### src/rtl/ex_mem_stage.sv
// EX/MEM boundary register with a 2-entry skid buffer, registered in_ready and beq resolution.
// Define EX_MEM_FWD_EN to add the fwd_valid/fwd_rd/fwd_data forwarding taps from the head entry.
module ex_mem_stage #(
  parameter int DATA_W     = 32,
  parameter int REG_ADDR_W = 5,
  parameter int CTRL_W     = 4
) (
  input  logic                  clk,
  input  logic                  rst,
  input  logic                  in_valid,
  output logic                  in_ready,
  input  logic [DATA_W-1:0]     alu_result,
  input  logic                  alu_zero,
  input  logic [REG_ADDR_W-1:0] in_rd,
  input  logic [DATA_W-1:0]     in_store_data,
  input  logic [CTRL_W-1:0]     in_ctrl,
  input  logic                  in_is_branch,
  input  logic [DATA_W-1:0]     in_branch_target,
  input  logic                  flush,
  output logic                  out_valid,
  input  logic                  out_ready,
  output logic [DATA_W-1:0]     out_result,
  output logic                  out_zero,
  output logic [REG_ADDR_W-1:0] out_rd,
  output logic [DATA_W-1:0]     out_store_data,
  output logic [CTRL_W-1:0]     out_ctrl,
  output logic                  branch_taken,
  output logic [DATA_W-1:0]     branch_target
`ifdef EX_MEM_FWD_EN
  ,
  output logic                  fwd_valid,
  output logic [REG_ADDR_W-1:0] fwd_rd,
  output logic [DATA_W-1:0]     fwd_data
`endif
);

  localparam int ENT_W = 2 * DATA_W + REG_ADDR_W + CTRL_W + 1;

  typedef enum logic [1:0] {
    EMPTY = 2'd0,
    ONE   = 2'd1,
    FULL  = 2'd2
  } state_t;

  state_t           state_r;
  state_t           state_nxt_s;
  logic [ENT_W-1:0] head_r;
  logic [ENT_W-1:0] skid_r;
  logic [ENT_W-1:0] in_entry_s;
  logic             accept_s;
  logic             pop_s;
  logic             br_fire_s;

  assign in_entry_s = {alu_result, alu_zero, in_rd, in_store_data, in_ctrl};
  assign accept_s   = in_valid & in_ready;
  assign pop_s      = out_valid & out_ready;
  // A branch accepted in a flush cycle is dropped along with its entry.
  assign br_fire_s  = accept_s & ~flush & in_is_branch & alu_zero;

  assign {out_result, out_zero, out_rd, out_store_data, out_ctrl} = head_r;

`ifdef EX_MEM_FWD_EN
  assign fwd_valid = out_valid & out_ctrl[2] & (out_rd != {REG_ADDR_W{1'b0}});
  assign fwd_rd    = out_rd;
  assign fwd_data  = out_result;
`endif

  // Occupancy transitions of the skid buffer; flush overrides everything.
  always_comb begin
    state_nxt_s = state_r;
    if (flush) begin
      state_nxt_s = EMPTY;
    end else begin
      case (state_r)
        EMPTY: begin
          if (accept_s) state_nxt_s = ONE;
          else          state_nxt_s = EMPTY;
        end
        ONE: begin
          if (accept_s && !pop_s)      state_nxt_s = FULL;
          else if (!accept_s && pop_s) state_nxt_s = EMPTY;
          else                         state_nxt_s = ONE;
        end
        FULL: begin
          if (pop_s) state_nxt_s = ONE;
          else       state_nxt_s = FULL;
        end
        default: state_nxt_s = EMPTY;
      endcase
    end
  end

  // State, handshake flags, entry storage and branch pulse; ready/valid derive from the next state.
  always_ff @(posedge clk or posedge rst) begin
    if (rst) begin
      state_r       <= EMPTY;
      in_ready      <= 1'b1;
      out_valid     <= 1'b0;
      head_r        <= {ENT_W{1'b0}};
      skid_r        <= {ENT_W{1'b0}};
      branch_taken  <= 1'b0;
      branch_target <= {DATA_W{1'b0}};
    end else begin
      state_r   <= state_nxt_s;
      in_ready  <= (state_nxt_s != FULL);
      out_valid <= (state_nxt_s != EMPTY);
      if (flush) begin
        // Zeroing the head keeps out_ctrl inert while the stage is empty.
        head_r <= {ENT_W{1'b0}};
        skid_r <= {ENT_W{1'b0}};
      end else begin
        case (state_r)
          EMPTY: begin
            if (accept_s) head_r <= in_entry_s;
            else          head_r <= head_r;
          end
          ONE: begin
            if (accept_s && pop_s) head_r <= in_entry_s;
            else if (accept_s)     skid_r <= in_entry_s;
            else                   head_r <= head_r;
          end
          FULL: begin
            if (pop_s) head_r <= skid_r;
            else       head_r <= head_r;
          end
          default: begin
            head_r <= {ENT_W{1'b0}};
            skid_r <= {ENT_W{1'b0}};
          end
        endcase
      end
      branch_taken <= br_fire_s;
      if (br_fire_s) branch_target <= in_branch_target;
      else           branch_target <= branch_target;
    end
  end

endmodule

### config.mk
export PLATFORM = sky130hd
export DESIGN_NAME = ex_mem_stage
export DESIGN_NICKNAME = d
export VERILOG_FILES = /design/src/rtl/ex_mem_stage.sv
export SDC_FILE = /design/constraint.sdc
export NUM_CORES = 1
export LEC_CHECK = 0
export ABC_AREA = 1
export BUFFER_PORTS_ARGS = -buffer_cell sky130_fd_sc_hd__buf_4
export CAP_MARGIN = 20
export CORE_MARGIN = 4
export CORE_UTILIZATION = 40
export CTS_CLUSTER_DIAMETER = 60
export DETAILED_ROUTE_END_ITERATION = 10
export GPL_ROUTABILITY_DRIVEN = 0
export GPL_TIMING_DRIVEN = 0
export PLACE_DENSITY = 0.66
export SETUP_SLACK_MARGIN = 0.02
export SKIP_CTS_REPAIR_TIMING = 1
export SLEW_MARGIN = 20
export SYNTH_ARGS = -nofsm -noshare
export SYNTH_HDL_FRONTEND = slang
export SYNTH_SLANG_ARGS = --single-unit
### constraint.sdc
create_clock -name clk -period 10.6 [get_ports clk]
set_input_delay 1.06 -clock clk [delete_from_list [all_inputs] [get_ports clk]]
set_output_delay 1.06 -clock clk [all_outputs]
set_load 0.03 [all_outputs]
# Yosys cells after proc, flatten, opt, wreduce, memory -nomap -nowiden
# Index checks and enable logic that the tools add are counted.
# op_classes
reduce_logical	10
mux	14
n_eq_ne	9
bitwise	6
# op_table
cell	n
2-to-1 mux 74 bit	6
case mux 74 bit (3 select lines)	1
case mux 74 bit (2 select lines)	1
inequality test 3 bit, second input constant	5
2-to-1 mux 2 bit	3
case mux 2 bit (3 select lines)	1
AND reduction 3 bit	2
AND 1 bit	5
logical AND 1 bit	3
== test 2 x 1 -> 1 bit, second input constant	1
== test 2 bit, second input constant	1
zero test 1 bit	2
zero test 2 bit	1
2-to-1 mux 1 bit	2
inequality test 2 x 1 -> 1 bit, second input constant	1
inequality test 2 bit, second input constant	1
nonzero test 2 bit	1
OR reduction 2 bit	1
NOT 1 bit	1
# totals
regBits	185
output_inout_bits	109
inputBits	112

# Depth between registers and ports, before layout
# logic_depth
depth_word	8
mapped_depth	9
depth_no_buf	7

# Worst setup path after synthesis
# No wires, ideal clock.
# synth_timing
path_kind	input-to-reg
from	input port flush
to	register head_r[10]
path_slack_ns	8.537
n_path_buf	3
path_stages	8
t_arrival_ns	1.945
path_cell_list	buf_2 -> buf_2 -> clkbuf_1 -> nor2_1 -> nand2_1 -> nand2_1 -> nand3_1 -> nand2_1
# synth_between
elab_chain_len	2
# synth_lines
item	line	text
start, declared	19	input logic flush,
inequality test 3 bit (no line)	--	
AND reduction 3 bit (no line)	--	
end signal, assigned	99	head_r <= {ENT_W{1'b0}};
end signal, assigned	109	head_r <= {ENT_W{1'b0}};
end signal, assigned	114	if (accept_s) head_r <= in_entry_s;
end, declared	47	logic [ENT_W-1:0] head_r;
# Several ways; a longest one is shown, not always the timed one.
# A chain may end at the register's enable or synchronous reset.

# Worst setup path in the final report
# layout_timing
from	register in_ready
to	output port in_ready
# layout_rtl
item	line	text
start, declared	11	output logic in_ready,
start signal, assigned	105	in_ready <= (state_nxt_s != FULL);
# No word-level cell between the ends.

==> results.json <==
{
  "status": "completed",
  "final_area_sq_mm": 0.0117,
  "die_w_microns": 158,
  "core-area_sq_mm": 0.0220,
  "max_freq_ghz": 0.462,
  "critPathKind": "flip-flop to primary output",
  "grt_first_pass_wirelength_microns": 42000,
  "antenna_cells": 0,
  "r2r_cells": 5,
  "min_path_cells": 2,
  "finalSetupTns_ps": 0,
  "path_cells": "buf_4",
  "ys_types": 14,
  "power_switching_uw": 674,
  "worst_pin_slew_ps": 525,
  "initial_core_util": 0.410,
  "cts_sinks": 185,
  "vias": 8538,
  "ant_nets": 0,
  "syn_area_sq_mm": 0.00901,
  "crit_family": "flip-flops",
  "firstDrtPassIters": 5,
  "max_stage_delay_ps": 530,
  "instances_no_fill": 1793,
  "drt-initial-drc-count": 555,
  "p_clk_frac": 0.332,
  "routed_wirelength_microns": 26000,
  "crit_buf_inv": 1,
  "syn_nets": 1372,
  "rsz0062_at_grt": "no",
  "grt_antenna_before_repair": 0,
  "fp.dieH_microns": 158,
  "yosysWarnings": 0,
  "io_pins": 221,
  "port_buffers": 219,
  "worst_path_max_delay_cell": "dfstp_2",
  "cp-start-kind": "flip-flop",
  "clk_pin_slew_ps": 70,
  "p_leak_nw": 6.57,
  "end_kind": "primary output",
  "slew_viol_final": 0,
  "switching_share": 0.342,
  "synth_top_area_share": 0.511,
  "areaGrowthSynthToFinish_pct": 29.5,
  "dp.cells": 1761,
  "grt_overflow": 0,
  "synth.avg_cell_area_sq_um": 7.15,
  "synth_area_leaders": "dfrtp_1 (51%), nand2_1 (25%), nand3_1 (8.3%)",
  "drive_gt1_frac": 0.202,
  "final_util": 0.531,
  "cp.arrival_ps": 1100,
  "root_buffer": "clkbuf_16",
  "finalCriticalPeriod_ps": 2160,
  "die_area_sq_mm": 0.0250,
  "post-route-period-util": 0.204,
  "grt_max_degree": 76,
  "seq_power_share": 0.419,
  "layout_commonest_cell": "nand2_1",
  "hold_ws_ps": 474,
  "worst-path-stages": 1,
  "combPwrFrac": 0.249,
  "rows": 54,
  "skew_ps": 13.7,
  "tritoncts": "yes",
  "avgRoutedWirePerCell_microns": 14.5,
  "worst_ep_required_time_ps": 9540,
  "placed_area_sq_mm": 0.0111,
  "setup-violations-final": 0,
  "numCtsBuffers": 17,
  "cts_buffer_depth": 2,
  "synth_top_area_cell": "dfrtp_1",
  "p_int_mw": 1.30,
  "grt_usage": 0.209,
  "finalNetCount": 1612,
  "drc": 0,
  "hpwl_microns": 19000,
  "hold_violations": 0,
  "drv_cap": 0,
  "layout_common_cells": "nand2_1 (597), buf_4 (219), dfrtp_1 (184)",
  "ir_drop_mv": 0.101,
  "grt_pass1_vias": 8199,
  "cts_max_level": 4,
  "viasPerCell": 4.76,
  "ys_ff_latch": 185,
  "min-delay-path-class": "flip-flop to flip-flop",
  "syn_inst": 1260,
  "clkLatencyLatePin_ps": 430,
  "power_density_mw_per_mm2": 169,
  "cp_max_fo": 2,
  "relSlewSlack": 0.650,
  "ys_seq_area_frac": 0.514
}
-- registers in the layout (all words and copies together) (netlist names) --
register and count:
head_r 74, state_r 2, in_ready 1, branch_taken 1
out_valid 1, skid_r 74, branch_target 32
-- Yosys cell counts (all sizes together) --
cell type and number:
clkbuf 32, dfrtp 184, inv 83, nor2 121
buf 56, dfstp 1, nand3 149, nand2 597
nand4 32, a21oi 5
-- kinds of logic after synthesis --
family          Yosys count  share of synthesized area
compound gates            5                    0.00319
buf+inv                 171                     0.0778
flops                   185                      0.514
simple gates            899                      0.405
-- layout make-up --
type	instances	area, sq um
timing repair buffer	221	1700
buffer	88	389
inverter	83	319
tap	280	350
fill	2150	10300
sequential	185	4630
multi-input combinational	904	3680
clock buffer	19	453
clock inverter	13	151
-- layer usage --
layer  vias to the layer above  wire length, microns  GRT usage
li1                       4354                     -          -
met1                      3950                 11600      0.286
met2                       219                 12800      0.349
met3                        15                  1550     0.0498
met4                         0                   109     0.0301
met5                         -                     0          0
-- path summary, 6_finish.rpt --
check                                       startpoint                      endpoint  slack, ps
worst max-delay path                in_ready$_DFF_PP1_                      in_ready       8440
worst min-delay path            head_r[73]$_DFFE_PP0P_        head_r[73]$_DFFE_PP0P_        470
worst max register to register    state_r[1]$_DFF_PP0_        skid_r[47]$_DFFE_PP0P_       8770
worst min register to register  head_r[73]$_DFFE_PP0P_        head_r[73]$_DFFE_PP0P_        470
max in group asynchronous                          rst        head_r[19]$_DFFE_PP0P_       8990
min in group asynchronous                          rst  branch_target[9]$_DFFE_PP0P_        580
-- worst reg2reg max path, stage by stage, from the launching register on --
cell and delay (ps):
dfrtp_1 450, nor2_4 330, buf_2 330, clkbuf_1 400
nand4_1 160, nand2_1 110
-- power by group through the flow --
stage	Clock (mW)	Sequential, mW	Combinational [mW]
2_1_floorplan	0	0.956	0.170
3_3_place_gp	0	0.837	0.490
3_5_place_dp	0	0.838	0.497
4_1_cts	0.670	0.826	0.498
5_1_grt	0.697	0.835	0.538
6_report	0.656	0.826	0.491
-- stage by stage --
stage	setup slack (ps)	total power [mW]
5_1_grt	8310	2.07
4_1_cts	8410	1.99
3_5_place_dp	8020	1.34
2_1_floorplan	4510	1.13
3_3_place_gp	2170	1.33
6_report	8440	1.97
Power figures use the tool's default switching activity.
